**src/rtl/cp_correlator.sv**
```systemverilog
// Sliding-window cyclic-prefix correlator with peak-confirm symbol-timing FSM.
// Four register levels: input capture, conj product, window accumulate, magnitude/output.
module cp_correlator #(
  parameter int DATA_WIDTH = 16,
  parameter int FFT_LENGTH = 64,
  parameter int CP_LENGTH  = 16,
  parameter int ACC_WIDTH  = DATA_WIDTH + 1 + $clog2(CP_LENGTH)
) (
  input  logic                        clk,
  input  logic                        rst,
  input  logic                        in_valid,
  input  logic [DATA_WIDTH-1:0]       data_cur,
  input  logic [DATA_WIDTH-1:0]       data_dly,
  input  logic [ACC_WIDTH:0]          threshold,
  output logic signed [ACC_WIDTH-1:0] corr_re,
  output logic signed [ACC_WIDTH-1:0] corr_im,
  output logic [ACC_WIDTH:0]          corr_mag,
  output logic                        corr_valid,
  output logic                        sym_start,
  output logic [ACC_WIDTH:0]          peak_mag
);

  localparam int HW     = DATA_WIDTH / 2;
  localparam int PW     = DATA_WIDTH + 1;
  localparam int STAGES = 3;
  localparam int WARM   = FFT_LENGTH + CP_LENGTH;
  localparam int WCW    = $clog2(WARM);
  localparam int HALF   = CP_LENGTH / 2;
  localparam int CW     = $clog2(HALF) + 1;
  localparam int BW     = $clog2(FFT_LENGTH) + 1;

  typedef enum logic [1:0] {SEARCH, TRACK, HOLD} state_t;

  function automatic logic signed [PW-1:0] sx(input logic [HW-1:0] v);
    return {{(PW-HW){v[HW-1]}}, v};
  endfunction

  function automatic logic signed [ACC_WIDTH-1:0] ax(input logic [PW-1:0] v);
    return {{(ACC_WIDTH-PW){v[PW-1]}}, v};
  endfunction

  logic [STAGES:0]                    vld_pipe;
  logic [STAGES:0]                    warm_pipe;
  logic [WCW-1:0]                     smp_cnt;
  logic [DATA_WIDTH-1:0]              cur_q, dly_q;
  logic signed [PW-1:0]               p_re_c, p_im_c, p_re_q, p_im_q;
  logic [CP_LENGTH-1:0][PW-1:0]       hist_re, hist_im;
  logic [CP_LENGTH-1:0]               hist_v;
  logic [PW-1:0]                      old_re, old_im;
  logic signed [ACC_WIDTH-1:0]        acc_re, acc_im;
  logic [ACC_WIDTH-1:0]               abs_re, abs_im;

  state_t                             state;
  logic [ACC_WIDTH:0]                 peak_reg;
  logic [CW-1:0]                      cnt;
  logic [BW-1:0]                      blank;

  // Input capture; warm tag marks samples once delay line and window are both primed.
  always_ff @(posedge clk) begin
    if (!rst) begin
      vld_pipe  <= '0;
      warm_pipe <= '0;
      smp_cnt   <= '0;
      cur_q     <= '0;
      dly_q     <= '0;
    end else begin
      vld_pipe  <= {vld_pipe[STAGES-1:0], in_valid};
      warm_pipe <= {warm_pipe[STAGES-1:0], in_valid && (smp_cnt == WCW'(WARM-1))};
      if (in_valid) begin
        cur_q <= data_cur;
        dly_q <= data_dly;
        if (smp_cnt != WCW'(WARM-1)) smp_cnt <= smp_cnt + 1'b1;
      end
    end
  end

  // x[n-N] * conj(x[n]), full precision
  always_comb begin
    p_re_c = sx(dly_q[DATA_WIDTH-1:HW]) * sx(cur_q[DATA_WIDTH-1:HW])
           + sx(dly_q[HW-1:0])          * sx(cur_q[HW-1:0]);
    p_im_c = sx(dly_q[HW-1:0])          * sx(cur_q[DATA_WIDTH-1:HW])
           - sx(dly_q[DATA_WIDTH-1:HW]) * sx(cur_q[HW-1:0]);
  end

  always_ff @(posedge clk) begin
    if (!rst) begin
      p_re_q <= '0;
      p_im_q <= '0;
    end else if (vld_pipe[0]) begin
      p_re_q <= p_re_c;
      p_im_q <= p_im_c;
    end
  end

  // Oldest product only leaves the sum once the window has actually filled.
  assign old_re = hist_v[CP_LENGTH-1] ? hist_re[CP_LENGTH-1] : '0;
  assign old_im = hist_v[CP_LENGTH-1] ? hist_im[CP_LENGTH-1] : '0;

  always_ff @(posedge clk) begin
    if (!rst) begin
      hist_re <= '0;
      hist_im <= '0;
      hist_v  <= '0;
      acc_re  <= '0;
      acc_im  <= '0;
    end else if (vld_pipe[1]) begin
      hist_re <= {hist_re[CP_LENGTH-2:0], p_re_q};
      hist_im <= {hist_im[CP_LENGTH-2:0], p_im_q};
      hist_v  <= {hist_v[CP_LENGTH-2:0], 1'b1};
      acc_re  <= acc_re + ax(p_re_q) - ax(old_re);
      acc_im  <= acc_im + ax(p_im_q) - ax(old_im);
    end
  end

  assign abs_re = acc_re[ACC_WIDTH-1] ? -acc_re : acc_re;
  assign abs_im = acc_im[ACC_WIDTH-1] ? -acc_im : acc_im;

  always_ff @(posedge clk) begin
    if (!rst) begin
      corr_re  <= '0;
      corr_im  <= '0;
      corr_mag <= '0;
    end else if (vld_pipe[2] && warm_pipe[2]) begin
      corr_re  <= acc_re;
      corr_im  <= acc_im;
      corr_mag <= {1'b0, abs_re} + {1'b0, abs_im};
    end
  end

  assign corr_valid = vld_pipe[STAGES] & warm_pipe[STAGES];

  // Peak confirm: HALF non-improving outputs after the max, then FFT_LENGTH outputs blanked.
  always_ff @(posedge clk) begin
    if (!rst) begin
      state     <= SEARCH;
      peak_reg  <= '0;
      cnt       <= '0;
      blank     <= '0;
      sym_start <= 1'b0;
      peak_mag  <= '0;
    end else begin
      sym_start <= 1'b0;
      if (corr_valid) begin
        case (state)
          SEARCH: begin
            if (corr_mag > threshold) begin
              state    <= TRACK;
              peak_reg <= corr_mag;
              cnt      <= '0;
            end
          end
          TRACK: begin
            if (corr_mag > peak_reg) begin
              peak_reg <= corr_mag;
              cnt      <= '0;
            end else if (cnt == CW'(HALF-1)) begin
              sym_start <= 1'b1;
              peak_mag  <= peak_reg;
              state     <= HOLD;
              blank     <= '0;
            end else begin
              cnt <= cnt + 1'b1;
            end
          end
          HOLD: begin
            if (blank == BW'(FFT_LENGTH-1)) state <= SEARCH;
            else                            blank <= blank + 1'b1;
          end
          default: state <= SEARCH;
        endcase
      end
    end
  end

endmodule
```
**config.mk**
```make
export PLATFORM = sky130hd
export DESIGN_NAME = cp_correlator
export DESIGN_NICKNAME = d
export VERILOG_FILES = /design/src/rtl/cp_correlator.sv
export SDC_FILE = /design/constraint.sdc
export NUM_CORES = 2
export LEC_CHECK = 0
export CELL_PAD_IN_SITES_DETAIL_PLACEMENT = 0
export CELL_PAD_IN_SITES_GLOBAL_PLACEMENT = 1
export CORE_MARGIN = 2
export CORE_UTILIZATION = 50
export DETAILED_ROUTE_END_ITERATION = 16
export PLACE_DENSITY = 0.81
export SETUP_SLACK_MARGIN = 0.3
export SYNTH_ARGS = -nofsm -noshare
export SYNTH_HDL_FRONTEND = slang
export SYNTH_SLANG_ARGS = --single-unit
```
**constraint.sdc**
```tcl
create_clock -name clk -period 10.83 [get_ports clk]
set_input_delay 2.166 -clock clk [delete_from_list [all_inputs] [get_ports clk]]
set_output_delay 2.166 -clock clk [all_outputs]
set_load 0.1 [all_outputs]
```
Word-level counts from Yosys, hierarchy flattened
Index checks and enable logic that the tools add are counted.
Cells by class
  $add $sub $neg: 12
  $mul: 4
  divide/modulo/power cells: 0
  magnitude comparators: 2
  equal/unequal tests: 13
  shifts and indexed selects: 0
  mux-type cells: 21
  bitwise operators: 5
  reductions and logical operators: 12
Operators with widths (count)
  $mul A8 B8 Y16: 4
  $gt A22 B22 Y1: 2
  $mux W22: 2
  $pmux W22 S2: 1
  $add A21 B17 Y21: 2
  $mux W21: 2
  $neg A21 Y21: 2
  $sub A21 B17 Y21: 2
  $mux W17: 2
  $add A21 B21 Y22: 1
  $mux W7: 3
  $add A16 B16 Y17: 1
  $sub A16 B16 Y17: 1
  $add A7 B1 Y7 const B: 2
  $pmux W7 S2: 1
  $mux W4: 3
  $ne A2 B2 Y1 const B: 6
  $reduce_and A4 Y1: 3
  $reduce_and A5 Y1: 2
  $mux W2: 4
  $pmux W4 S2: 1
  $eq A7 B6 Y1 const B: 1
  $eq A7 B7 Y1 const B: 1
  $ne A7 B7 Y1 const B: 1
  other kinds (14): 19
Storage, ports and cells
  flip-flop bits (word level): 805
  latch bits: 0
  bits in writable memories: 0
  memory bits (read-only): 0
  bits of input ports: 57
  word-level logic and storage cells: 120
  memories kept: 0

Logic depth before layout (Yosys ltp)
  word-level depth: 4
  mapped depth: 23

Worst setup path before layout
No wires, ideal clock.
  path type: register to register
  start point: register dly_q[7]
  end point: register p_re_q[15]
  data arrival time: 5.333 ns
  required time: 10.708 ns
  slack: 5.375 ns
  cell stages (with the launch flop): 21
  path buffers: 0
  clock period less this slack: 5.455 ns
  cell sequence: dfxtp_1 -> and2_1 -> inv_1 -> fa_1 -> fa_1 -> inv_1 -> fa_1 -> fa_1 -> fa_1 -> inv_1 -> fa_1 -> inv_1 -> ha_1 -> nor2_1 -> nor2_1 -> o41ai_1 -> o211a_1 -> a211o_1 -> o21ai_0 -> xnor2_1 -> o21ai_0
Between the ends
  longest elaborated chain between the ends: 2
RTL lines
  start: declaration: RTL line 45  | logic [DATA_WIDTH-1:0] cur_q, dly_q;
  start signal: assignment: RTL line 71  | dly_q <= data_dly;
  $mul A8 B8 Y16: RTL line 80  | + sx(dly_q[HW-1:0]) * sx(cur_q[HW-1:0]);
  $add A16 B16 Y17: RTL line 80
  end signal: assignment: RTL line 90  | p_re_q <= p_re_c;
  end: declaration: RTL line 46  | logic signed [PW-1:0] p_re_c, p_im_c, p_re_q, p_im_q;
Every way passes these cells.
A chain may end at the register's enable or synchronous reset.

Worst setup path after layout
  start point: register cur_q[0]
  end point: register p_re_q[15]
Between the ends
  longest elaborated chain between the ends: 2
RTL lines
  start: declaration: RTL line 45
  start signal: assignment: RTL line 70  | cur_q <= data_cur;
  $mul A8 B8 Y16: RTL line 80
  $add A16 B16 Y17: RTL line 80
Every way passes these cells.

==> flow_results.org <==
** Finish
- The top cell types in the final layout, fill and taps aside, are dfxtp_1 (803), nor2_1 (764), mux2i_1 (671).
- Most common cell after layout, fill and taps aside :: dfxtp_1
- Number of standard cells in the layout, taps in and fillers out :: 6,002
- Once layout is complete, the utilization of the core stands at 56.6%.
- Number of nets in the finished design :: 5,368
- Finished layout cell area :: 0.0502 mm^2
- Area added between synthesis and finish :: 11.9%
- The post-route netlist has 4.13% of its cells at a drive strength greater than 1.
- Number of diodes added for antenna fixing :: 0
- Top flop regs :: hist_im x272, hist_re x272

** Place
- Worst-case setup slack after placement :: 4.62 ns
- Global placement routability congestion :: 0.890
- Once detailed placement completed, the half-perimeter wirelength came to 67,500 um.
- In this run the tool buffered the top-level ports with 144 buffer cells.
- Area after detailed placement :: 0.0470 mm^2
- In this run, placement finished with an instance count of 5,843.

** GRT
- Global routing used 21.0% of the available tracks.
- Pin count of the biggest net entering global routing :: 242
- Antenna violations before repair :: 4
- The first global-routing pass estimated 155,000 um of wire.
- The via count of the first global-routing pass came to 29,200.
- Total grt overflow :: 0

** Yosys
- Number of instances in the synthesized netlist :: 4,749
- Counting flops with a built-in enable in the synthesized netlist gives 0.
- Fraction of the yosys area taken by sequential cells :: 35.9%
- The synthesized design contains 805 register bits.
- Yosys printed 0 warnings.
- Summing every instance area after synthesis gives 0.0449 mm^2.
- In the synthesized netlist the dominant register cell turns out to be dfxtp_1.
- Syn nets :: 5,351
- In this run the mean area of a mapped cell was 9.44 um^2.
- Number of distinct library cells after synthesis :: 70
- Of all flip-flops after synthesis, the portion carrying an async set or reset was 0%.

** Min path
- Hold depth :: 2
- Path type of the worst min-delay path :: register to register

** Clocking
- Number of buffers created by CTS :: 86
- Hold repair after CTS inserted 0 buffers.
- CTS H-Tree Depth :: 3
- Once the clock tree was built, the setup fixing pass inserted 0 buffers.
- Clock-pin slew was measured on the worst setup and hold paths at 0.06 ns.
- CTS tree :: built
- The later pin in the worst-skew pair is clocked with a latency of 0.68 ns.
- Once the clock tree was built, the resizer swapped 0 gates to a different size.
- CTS root buf :: clkbuf_16
- Counting along the longest clock path gives a buffer depth of 3.
- The clock net in this run drives a total of 805 sinks.

** STA
- The final count of hold timing violations came to 0.
- Timing would allow up to 160 MHz.
- Worst hold-check slack :: 0.431 ns
- Shortest period the worst path allows :: 6.26 ns
- Setup repair after global routing left no endpoint under its margin.
- In this run the tightest slew margin relative to its limit is 19.7%.
- Setup violation total in the final timing report :: 0
- After layout, the worst path uses 57.8% of the clock period.
- For the final routed database, the setup TNS stands at 0 ns.
- Worst setup slack after layout :: 4.57 ns
- Fin Clk Skew :: 0.0679 ns
- Final Max Tran Viols :: 0
- Slew at the pin closest to its max-slew limit :: 1.20 ns

** Pwr
- Total power draw :: 9.31 mW
- Max VDD drop :: 0.129 mV
- Sequential cells account for 34.6% of the total power.
- Reported leakage power :: 20.9 nW
- The clock network burns 33.9% of the power.
- Pwr Density :: 186 mW/mm^2
- P_sw :: 3.11 mW
- Internal :: 6.20 mW
- Share of total power in combinational logic :: 31.5%
- Of the total power, the share spent switching nets is 33.4%.

** Critical path
- For the worst flop-to-flop path, the logic depth is 20.
- Required arrival time at the worst endpoint :: 11.32 ns
- Kind of start point of the critical path :: register
- By startpoint and endpoint, the worst setup path is classified as register to register.
- Top fanout value on the critical path :: 17
- Arr. time, crit path :: 6.76 ns
- Critical path endpoint category :: register

** Routing
- Total via count after detailed routing :: 30,400
- Dividing the detail-routed wire length by the instance count gives 15.9 um.
- For this run, design rule violations remaining after detail routing come to 0.
- Post-Route WL :: 95,700 um
- In the routed layout, each cell is associated on average with a via count of 5.07.
- For this block, the initial DRC count from the detailed router was 1,886.
- Pre-antenna DRT Iters :: 6
- Post-detailed-route count of antenna-violating nets :: 0

** Run
- The tool flagged a number of max-cap violations equal to 0.

** Status
- The flow ran to the end, and the final reports show no timing, DRC or antenna violations.

** Die
- Floorplan core area :: 0.0886 mm^2
- The die covers 0.0921 mm^2.
- Initial Utilization :: 50.6%
- In this run the vertical extent of the chip is 304 um.
- IO Pins :: 145
- Std cell rows :: 109
- Floorplan die width :: 304 um
==> final timing paths <==
kind | slack [ns] | endpoint | start
max | 4.57 | p_re_q[15] | cur_q[0]
min | 0.43 | hist_re[122] | hist_re[105]
max reg2reg | 4.57 | p_re_q[15] | cur_q[0]
min reg2reg | 0.43 | hist_re[122] | hist_re[105]
==> power groups by stage <==
stage          Sequential [mW]  Combinational (mW)  Clock, mW
3_5_place_dp              3.29                2.91          0
4_1_cts                   3.22                2.93       3.24
2_1_floorplan             3.16                2.35          0
3_3_place_gp              3.29                2.89          0
5_1_grt                   3.24                3.32       3.35
6_report                  3.22                2.93       3.15
==> per-layer routing <==
metal | wire length, um | global-route usage, %
met1 | 46100 | 30.1
met3 | 4940 | 3.73
met4 | 2590 | 6.24
met5 | 10 | 0
met2 | 42100 | 32.3
==> cell usage after synthesis, types with 4 or more instances <==
| library cell | instances | area [um^2] |
|---|---|---|
| o21ai_0 | 50 | 250 |
| o41ai_1 | 5 | 43.8 |
| xor2_1 | 39 | 342 |
| nor4_1 | 5 | 31.3 |
| nand3_1 | 30 | 150 |
| and3_1 | 12 | 75.1 |
| nand4_1 | 20 | 125 |
| a31oi_1 | 15 | 93.8 |
| buf_6 | 4 | 45.0 |
| a21o_1 | 44 | 330 |
| nand3b_1 | 4 | 30.0 |
| a31o_2 | 4 | 35.0 |
| o31ai_1 | 19 | 143 |
| fa_1 | 320 | 6410 |
| or3_1 | 17 | 106 |
| o21bai_1 | 4 | 30.0 |
| a21oi_1 | 145 | 726 |
| nor3_1 | 31 | 155 |
| nand2b_1 | 17 | 106 |
| o21a_1 | 17 | 128 |
| nor3b_1 | 6 | 45.0 |
| buf_1 | 14 | 52.6 |
| dfxtp_1 | 805 | 16100 |
| xnor2_1 | 106 | 928 |
| nand2_1 | 309 | 1160 |
| nor2_1 | 764 | 2870 |
| nor2b_1 | 14 | 87.6 |
| buf_4 | 4 | 30.0 |
| ha_1 | 225 | 2820 |
| clkbuf_1 | 211 | 792 |
| mux2i_1 | 671 | 6720 |
| and2_1 | 184 | 1150 |
| inv_1 | 552 | 2070 |
| o211ai_1 | 6 | 45.0 |
| or2_2 | 8 | 50.1 |
| a211oi_1 | 14 | 105 |
==> critical path, cell delays in order (launching register included) <==
cell and delay (ns):
dfxtp_1 0.76, and2_1 0.56, inv_1 0.12, fa_1 0.47, fa_1 0.52, inv_1 0.05, fa_1 0.55, fa_1 0.45
fa_1 0.49, inv_1 0.05, fa_1 0.47, inv_1 0.04, ha_1 0.33, nor2_1 0.06, nor2_1 0.08, o41ai_1 0.11
o211a_1 0.26, a211o_1 0.29, o21ai_0 0.22, xnor2_1 0.14, o21ai_0 0.08
==> area by class of cell <==
cell class | count | area (um^2)
Multi-Input combinational cell | 3155 | 25700
Sequential cell | 805 | 16100
Fill cell | 7964 | 38500
Clock inverter | 36 | 609
Tap cell | 1165 | 1460
Inverter | 552 | 2080
Timing Repair Buffer | 166 | 1650
Clock buffer | 123 | 2530
==> kinds of logic after synthesis <==
logic type      share of synthesized area [%]
simple gates                             14.0
compound gates                           4.98
flops                                    35.9
fa+ha+maj                                20.6
mux                                      15.0
xor+xnor                                 2.83
buf+inv                                  6.73
(Power assumes the default switching activity.)
